--- src/rtl/pc_redirect_ctrl_pkg.sv ---
// Shared types and constants for the fetch-redirect controller.
package pc_redirect_ctrl_pkg;

  localparam int unsigned REDIRECT_SRC_W = 2;
  localparam int unsigned FLUSH_CNT_W    = 4;
  localparam int unsigned NUM_SRC        = 4;

  // Redirect targets are at least 4-byte aligned; low two bits are cleared.
  localparam logic [63:0] REDIRECT_ALIGN_MASK = ~64'h3;

  // Encoding doubles as priority: lower value wins.
  typedef enum logic [REDIRECT_SRC_W-1:0] {
    SRC_TRAP = 2'd0,
    SRC_EXU  = 2'd1,
    SRC_DEC  = 2'd2,
    SRC_BPU  = 2'd3
  } redirect_src_e;

  typedef enum logic [1:0] {
    IDLE  = 2'd0,
    PEND  = 2'd1,
    FLUSH = 2'd2
  } state_e;

  // True when source a strictly outranks source b.
  function automatic logic higher_prio(redirect_src_e a, redirect_src_e b);
    return (a < b);
  endfunction

endpackage

--- src/rtl/pc_redirect_ctrl_prio_sel.sv ---
// Combinational 4-way priority select: trap > exu > dec > bpu.
module redirect_prio_sel
  import pc_redirect_ctrl_pkg::*;
#(
  parameter int unsigned MXLEN = 32
) (
  input  logic [NUM_SRC-1:0] req,
  input  logic [MXLEN-1:0]   trap_pc,
  input  logic [MXLEN-1:0]   exu_pc,
  input  logic [MXLEN-1:0]   dec_pc,
  input  logic [MXLEN-1:0]   bpu_pc,
  output logic               win_valid,
  output redirect_src_e      win_src,
  output logic [MXLEN-1:0]   win_pc,
  output logic [NUM_SRC-1:0] lose
);

  // Pick the highest-priority request; every other asserted request loses.
  always_comb begin
    win_valid = 1'b0;
    win_src   = SRC_TRAP;
    win_pc    = '0;
    lose      = '0;
    if (req[0]) begin
      win_valid = 1'b1;
      win_src   = SRC_TRAP;
      win_pc    = trap_pc;
      lose      = req & 4'b1110;
    end else if (req[1]) begin
      win_valid = 1'b1;
      win_src   = SRC_EXU;
      win_pc    = exu_pc;
      lose      = req & 4'b1100;
    end else if (req[2]) begin
      win_valid = 1'b1;
      win_src   = SRC_DEC;
      win_pc    = dec_pc;
      lose      = req & 4'b1000;
    end else if (req[3]) begin
      win_valid = 1'b1;
      win_src   = SRC_BPU;
      win_pc    = bpu_pc;
    end
  end

endmodule

--- src/rtl/pc_redirect_ctrl.sv ---
// Arbitrates fetch-redirect sources into one held redirect for the PC generator,
// then runs a short window that squashes stale BPU predictions.
module pc_redirect_ctrl
  import pc_redirect_ctrl_pkg::*;
#(
  parameter int unsigned MXLEN        = 32,
  parameter int unsigned FLUSH_CYCLES = 2
) (
  input  logic                      i_clk,
  input  logic                      i_rst,
  input  logic [MXLEN-1:0]          i_trap_pc,
  input  logic                      i_trap_valid,
  input  logic [MXLEN-1:0]          i_exu_pc,
  input  logic                      i_exu_valid,
  input  logic [MXLEN-1:0]          i_dec_pc,
  input  logic                      i_dec_valid,
  input  logic [MXLEN-1:0]          i_bpu_pc,
  input  logic                      i_bpu_valid,
  input  logic                      i_stall,
  output logic [MXLEN-1:0]          o_pcRedirect_pcGen_pc,
  output logic                      o_pcRedirect_pcGen_pc_valid,
  output logic                      o_redirect_fire,
  output logic [REDIRECT_SRC_W-1:0] o_flush_src,
  output logic                      o_ifu_flush,
  output logic                      o_bpu_squash,
  output logic                      o_req_drop
);

  localparam logic [FLUSH_CNT_W-1:0] FLUSH_INIT = FLUSH_CNT_W'(FLUSH_CYCLES);
  localparam logic [MXLEN-1:0]       ALIGN_MASK = MXLEN'(REDIRECT_ALIGN_MASK);

  state_e                 state_q, state_d;
  logic [MXLEN-1:0]       pc_q, pc_d;
  redirect_src_e          src_q, src_d;
  logic [FLUSH_CNT_W-1:0] cnt_q, cnt_d;
  logic                   valid_q;
  logic                   drop_held;

  logic                   squash;
  logic                   fire;
  logic [NUM_SRC-1:0]     req;
  logic                   win_valid;
  redirect_src_e          win_src;
  logic [MXLEN-1:0]       win_pc;
  logic [NUM_SRC-1:0]     lose;

  assign squash = (state_q == FLUSH);
  assign fire   = valid_q & ~i_stall;
  // BPU requests never reach the arbiter while the flush window is open.
  assign req    = {i_bpu_valid & ~squash, i_dec_valid, i_exu_valid, i_trap_valid};

  redirect_prio_sel #(.MXLEN(MXLEN)) u_prio_sel (
    .req       (req),
    .trap_pc   (i_trap_pc),
    .exu_pc    (i_exu_pc),
    .dec_pc    (i_dec_pc),
    .bpu_pc    (i_bpu_pc),
    .win_valid (win_valid),
    .win_src   (win_src),
    .win_pc    (win_pc),
    .lose      (lose)
  );

  // State register; a pending redirect is simply discarded on reset.
  always_ff @(posedge i_clk or posedge i_rst) begin
    if (i_rst) begin
      state_q <= IDLE;
      pc_q    <= '0;
      src_q   <= SRC_TRAP;
      cnt_q   <= '0;
      valid_q <= 1'b0;
    end else begin
      state_q <= state_d;
      pc_q    <= pc_d;
      src_q   <= src_d;
      cnt_q   <= cnt_d;
      valid_q <= (state_d == PEND);
    end
  end

  // Next-state: accept, hold, replace or drop requests; count down the flush window.
  always_comb begin
    state_d   = state_q;
    pc_d      = pc_q;
    src_d     = src_q;
    cnt_d     = cnt_q;
    drop_held = 1'b0;
    unique case (state_q)
      IDLE: begin
        if (win_valid) begin
          pc_d    = win_pc & ALIGN_MASK;
          src_d   = win_src;
          state_d = PEND;
        end
      end
      PEND: begin
        if (!i_stall) begin
          // Anything arriving in the fire cycle is newer than what just left.
          if (win_valid) begin
            pc_d  = win_pc & ALIGN_MASK;
            src_d = win_src;
          end else begin
            state_d = FLUSH;
            cnt_d   = FLUSH_INIT;
          end
        end else if (win_valid) begin
          // Either the held redirect or the newcomer is thrown away.
          drop_held = 1'b1;
          if (higher_prio(win_src, src_q)) begin
            pc_d  = win_pc & ALIGN_MASK;
            src_d = win_src;
          end
        end
      end
      FLUSH: begin
        if (win_valid) begin
          pc_d    = win_pc & ALIGN_MASK;
          src_d   = win_src;
          cnt_d   = '0;
          state_d = PEND;
        end else if (cnt_q <= FLUSH_CNT_W'(1)) begin
          cnt_d   = '0;
          state_d = IDLE;
        end else begin
          cnt_d = cnt_q - FLUSH_CNT_W'(1);
        end
      end
      default: state_d = IDLE;
    endcase
  end

  assign o_pcRedirect_pcGen_pc       = pc_q;
  assign o_pcRedirect_pcGen_pc_valid = valid_q;
  assign o_redirect_fire             = fire;
  assign o_flush_src                 = src_q;
  assign o_ifu_flush                 = fire & (src_q != SRC_BPU);
  assign o_bpu_squash                = squash;
  assign o_req_drop = ~i_rst & ((|lose) | (i_bpu_valid & squash) | drop_held);

endmodule

--- config.mk ---
export PLATFORM = sky130hd
export DESIGN_NAME = pc_redirect_ctrl
export DESIGN_NICKNAME = d
export VERILOG_FILES = /design/src/rtl/pc_redirect_ctrl_pkg.sv /design/src/rtl/pc_redirect_ctrl_prio_sel.sv /design/src/rtl/pc_redirect_ctrl.sv
export SDC_FILE = /design/constraint.sdc
export NUM_CORES = 1
export LEC_CHECK = 0
export BUFFER_PORTS_ARGS = -buffer_cell sky130_fd_sc_hd__clkbuf_2
export CAP_MARGIN = 20
export CORE_MARGIN = 2
export CORE_UTILIZATION = 48
export CTS_BUF_LIST = sky130_fd_sc_hd__clkbuf_4 sky130_fd_sc_hd__clkbuf_8
export CTS_CLUSTER_SIZE = 16
export DETAILED_ROUTE_END_ITERATION = 12
export PLACE_DENSITY = 0.88
export SKIP_LAST_GASP = 1
export SYNTH_ARGS = -nofsm -noshare
export SYNTH_HDL_FRONTEND = slang
export SYNTH_SLANG_ARGS = --single-unit
--- constraint.sdc ---
create_clock -name i_clk -period 7 [get_ports i_clk]
set_input_delay 0.35 -clock i_clk [delete_from_list [all_inputs] [get_ports i_clk]]
set_output_delay 0.35 -clock i_clk [all_outputs]
set_load 0.01 [all_outputs]
== Yosys cells after proc, flatten, opt, wreduce, memory -nomap -nowiden ==
Index checks and enable logic that the tools add are counted.

* Register bits after elaboration: 41
* Input bits: 135
* Output and inout port bits: 39
* Logic and storage cells: 72

* $add $sub $neg: 1
* Order comparisons: 2
* Equality and inequality tests: 8
* Multiplexer cells: 39
* Bitwise operators: 10
* Reduce and logical (&&, ||, !) cells: 7

{| class="wikitable"
|+ Operators by type and width
! cell !! count
|-
| 32-bit two-way mux || 8
|-
| 32-bit case mux with 2 select lines || 1
|-
| 4-bit two-way mux || 7
|-
| 2-bit two-way mux || 13
|-
| 4-bit case mux with 2 select lines || 1
|-
| 1-bit two-way mux || 7
|-
| 2-bit inequality test (second input constant) || 3
|-
| 2-bit case mux with 3 select lines || 1
|-
| 3-bit AND reduction || 2
|-
| 1-bit AND || 5
|-
| 2-bit by 1-bit equality test with 1-bit output (second input constant) || 2
|-
| 4-bit by 1-bit <= comparator with 1-bit output (second input constant) || 1
|-
| 2-bit case mux with 2 select lines || 1
|-
| 2-bit nonzero test || 2
|-
| 4-bit OR reduction || 1
|-
| 4-bit by 1-bit subtractor with 4-bit output (second input constant) || 1
|-
| 3-bit by 2-bit inequality test with 1-bit output (second input constant) || 1
|-
| 3-bit inequality test (second input constant) || 1
|-
| 1-bit inverter || 3
|-
| 2-bit equality test (second input constant) || 1
|-
| 2-bit zero test || 1
|-
| 2-bit < comparator || 1
|-
| 1-bit bitwise OR || 2
|-
| 2-bit OR reduction || 1
|}

== Logic depth before layout (Yosys ltp) ==
* Depth in word-level cells: 12
* Depth in mapped cells: 9
* Depth with buffers taken out: 8

== By module ==
Synthesis repeated with hierarchy kept, for this count alone.

* Cells, all modules: 253
* Area, all modules: 2989.1 um2

{| class="wikitable"
|+ By module, submodules not included
! module !! times used !! cells each !! area an instance (um2) !! sequential area each (um2)
|-
| pc_redirect_ctrl || 1 || 124 || 1840.5 || 1026.0
|-
| redirect_prio_sel || 1 || 129 || 1148.6 || 0.0
|}

== Worst setup path before layout ==
Ideal clock, no wire load.

* Kind: input-to-reg
* From: in i_exu_valid
* To: reg pc_q[10], in the netlist o_pcRedirect_pcGen_pc[10]
* Library setup time: 125 ps
* Data arrival time: 2471 ps
* Data required time: 6875 ps
* Slack: 4404 ps
* Stages on the path: 8
* Path buffers: 3
* Path through: clkbuf_1 buf_1 nor3_1 ha_1 o41a_1 a32oi_4 buf_6 mux2_2

* Word-level cells in the longest chain between the ends: 6
* Elaborated cells between the ends (all ways): 15
* Classes of those cells: order compare (1); eq/ne (2); mux (11); reduce/logical (1)

{| class="wikitable"
|+ Ends and longest elaborated chain
! item !! line !! RTL
|-
| start: declaration || pc_redirect_ctrl.sv:14 || <nowiki>input logic i_exu_valid,</nowiki>
|-
| parallel branches: the longest is 6 deep, another holds 2-bit < comparator || n/a ||
|-
| end signal: assignment || pc_redirect_ctrl.sv:74 || <nowiki>pc_q <= pc_d;</nowiki>
|-
| end: declaration || pc_redirect_ctrl.sv:33 || <nowiki>logic [MXLEN-1:0] pc_q, pc_d;</nowiki>
|}

Several ways; the timed one is not identified. The select of a mux whose other input is x is not followed.
A chain may end at the register's enable or synchronous reset.

== Worst setup path in the final report ==
* From: reg state_q[0]
* To: reg pc_q[14], in the netlist o_pcRedirect_pcGen_pc[14]

* Word-level cells in the longest chain between the ends: 11
* Elaborated cells between the ends (all ways): 28
* Classes of those cells: order compare (1); eq/ne (4); mux (17); bitwise (2); reduce/logical (4)

{| class="wikitable"
|+ Ends and longest elaborated chain
! item !! line !! RTL
|-
| start: declaration || pc_redirect_ctrl.sv:32 || <nowiki>state_e state_q, state_d;</nowiki>
|-
| start signal: assignment || pc_redirect_ctrl.sv:73 || <nowiki>state_q <= state_d;</nowiki>
|-
| parallel branches: the longest is 11 deep, another holds 2-bit < comparator || n/a ||
|}

Several ways; the timed one is not identified. The select of a mux whose other input is x is not followed.

==> flow_summary.json <==
{
  "cts_max_path_buffers": 2,
  "required_ps": 7170,
  "synth-seq-area-share_pct": 36.56,
  "status": "finished clean",
  "ys_types": 37,
  "cts_sinks": 41,
  "drtAntennaViolNets": 0,
  "synth_edf_count": 0,
  "crit_path_max_fanout": 34,
  "area_delta_synth_final_pct": 34.91,
  "vias": 3028,
  "ys_ff_latch": 41,
  "postSynth.asyncResetShare_pct": 100.0,
  "fmax_mhz": 364.3,
  "grt_antenna_before_repair": 0,
  "p_per_area_nw_per_um2": 194.4,
  "port_buffers": 165,
  "relSlewSlack_pct": 25.83,
  "clk_latency_ps": 290,
  "cp-start-kind": "register",
  "synthCells": 310,
  "p_leak_nw": 1.842,
  "r2r_end": "o_pcRedirect_pcGen_pc[14]",
  "ys.flop_type": "dfrtp_1",
  "routabilityCongestion": 0.7907,
  "regToRegSetupSlack_ps": 4250,
  "syn_area_um2": 2806,
  "synth.most_common_cell": "dfrtp_1",
  "place_ws_ps": 3999,
  "cts_root_buf": "clkbuf_8",
  "fin_util_pct": 67.92,
  "drtIter0Drc": 113,
  "tns_ps": 0,
  "firstDrtPassIters": 6,
  "core_um2": 5574,
  "cap_viol_max_count": 0,
  "grt_usage_pct": 23.34,
  "min_path_type": "in -> async",
  "diodes": 0,
  "cts_tree": "yes",
  "yosysWarnings": 0,
  "place_hpwl_um": 5847,
  "cp_slowest_cell": "dfrtp_1",
  "vdd_drop_max_v": 0.0001076,
  "holdBufCountCts": 0,
  "ios": 174,
  "wl_per_cell_um": 14.51,
  "synth.avg_cell_area_um2": 9.053,
  "grt_remaining_overflow": 0,
  "die_w_um": 80.47,
  "worst_path_largest_cell_delay_ps": 460,
  "grt_pass1_wl_um": 11920,
  "rr_startpoint": "state_q[0]",
  "worst_slack_ps": 4255,
  "viasPerCell": 5.628,
  "final-setup-viol-count": 0,
  "yosys-top-cells-count": "dfrtp_1 (41), nand2_1 (37), nand2b_1 (34)",
  "cts_setup_buffers": 0,
  "cts_resized": 0,
  "drive_above_1_share_pct": 45.28,
  "die_y_um": 80.47,
  "remaining_drc_errors": 0,
  "yosysTopAreaCell": "dfrtp_1",
  "critPathArrivalTime_ps": 2920,
  "rsz0062_at_grt": "false",
  "fin_skew_ps": 4.570,
  "nets": 603,
  "path_clk_slew_ps": 80,
  "finalHoldViolations": 0,
  "ff2ff_path_depth": 8,
  "path_class": "reg -> reg",
  "cp-end-kind": "register",
  "design_area_um2": 3786,
  "grt_pass1_vias": 2734,
  "yosysTopAreaCellShare_pct": 36.56,
  "place_area_um2": 3666,
  "ys_top_cells_by_area": "dfrtp_1 (37%), mux2_2 (10%), a22oi_1 (8.0%)",
  "worstMarginPinSlew_ps": 1107,
  "period_minus_slack_ps": 2745,
  "slew_viol_final": 0,
  "die_area_um2": 6475,
  "wl_um": 7807,
  "period_share_pct": 39.22,
  "critPathLaunch": "state_q[0]",
  "h-tree-depth": 2,
  "start_util_pct": 50.35,
  "cts_inserted_buffers": 5,
  "crit_chain": "nand2b_4 > a21oi_1 > nor3_1 > ha_1 > o41a_1 > a32oi_4 > buf_4 > mux2_2",
  "synth_nets": 448,
  "grt_max_degree": 70,
  "rows": 27
}
==> how the worst max path moves through the flow <==
stage               cells after the start                   endpoint  slack, ps
finish                                  8  o_pcRedirect_pcGen_pc[14]       4250
global route                            9  o_pcRedirect_pcGen_pc[14]       4110
CTS                                     8  o_pcRedirect_pcGen_pc[14]       4240
detailed placement                      8  o_pcRedirect_pcGen_pc[14]       4000
global placement                        8  o_pcRedirect_pcGen_pc[15]       4100
floorplan                               8  o_pcRedirect_pcGen_pc[10]       4400
==> final cells by class <==
type	instances	area, um2
Tap cell	72	90.09
Timing Repair Buffer	171	870.8
Clock buffer	7	90.09
Inverter	6	27.53
Clock inverter	1	30.03
Multi-Input combinational cell	240	1652
Sequential cell	41	1026
Fill cell	453	1788
==> report_power, final <==
part,internal (mW),switching (mW)
clock,0.120,0.0795
sequential,0.276,0.0214
combinational,0.119,0.119
==> logic make-up after synthesis <==
logic type	Yosys count	synth area share (%)
buffers and inverters	29	4.860
flip-flops	41	36.56
multiplexers	31	12.39
AO/OA/AOI/OAI	83	22.34
AND/OR/NAND/NOR	123	22.51
adder cells (fa/ha/maj)	3	1.338
==> state kept, by name (all words and copies together) (netlist names) <==
| signal | count |
|---|---|
| o_pcRedirect_pcGen_pc | 32 |
| cnt_q | 4 |
| o_flush_src | 2 |
| state_q | 2 |
| o_pcRedirect_pcGen_pc_valid | 1 |
==> worst max-delay path, delay by kind of cell (launching register included) <==
family / cells / cell delay, ps
AO/OA/AOI/OAI: 3 / 830
flip-flops: 1 / 460
buffers and inverters: 1 / 420
AND/OR/NAND/NOR: 2 / 270
adder cells (fa/ha/maj): 1 / 240
multiplexers: 1 / 400
==> placed cells by master, fill, tap and decap left out, types with 2 or more instances in the layout <==
cell	n
clkbuf_2	165
dfrtp_1	41
nand2_1	37
nand2b_1	34
a22oi_1	30
nand3_1	30
o211ai_1	30
mux2_2	25
o21ai_0	7
clkbuf_8	6
buf_4	6
mux2_1	5
nor2_1	5
nor3_1	5
inv_1	4
nor2b_1	3
a21oi_1	3
ha_1	3
or3_1	2
o21a_1	2
o2bb2ai_1	2
==> per-stage QoR <==
step                      total power [mW]  std cells  hold slack [ps]
after floorplan                     0.4412        310            475.9
after global placement              0.5333        530            467.3
after detailed placement            0.5438        530            483.9
after CTS                           0.7442        538            187.4
after global routing                0.7802        538            215.2
final                               0.7361        538            176.7
==> routing by layer <==
layer  share of wire [%]  global-route usage [%]  vias to the layer above
li1                    -                       -                     1458
met1                  39                   24.71                     1441
met2                  52                   45.83                      122
met3                 8.2                   6.067                        7
met4                0.85                   4.746                        0
met5                   0                       0                        -
Note: power is estimated with default switching activity, not from simulation.
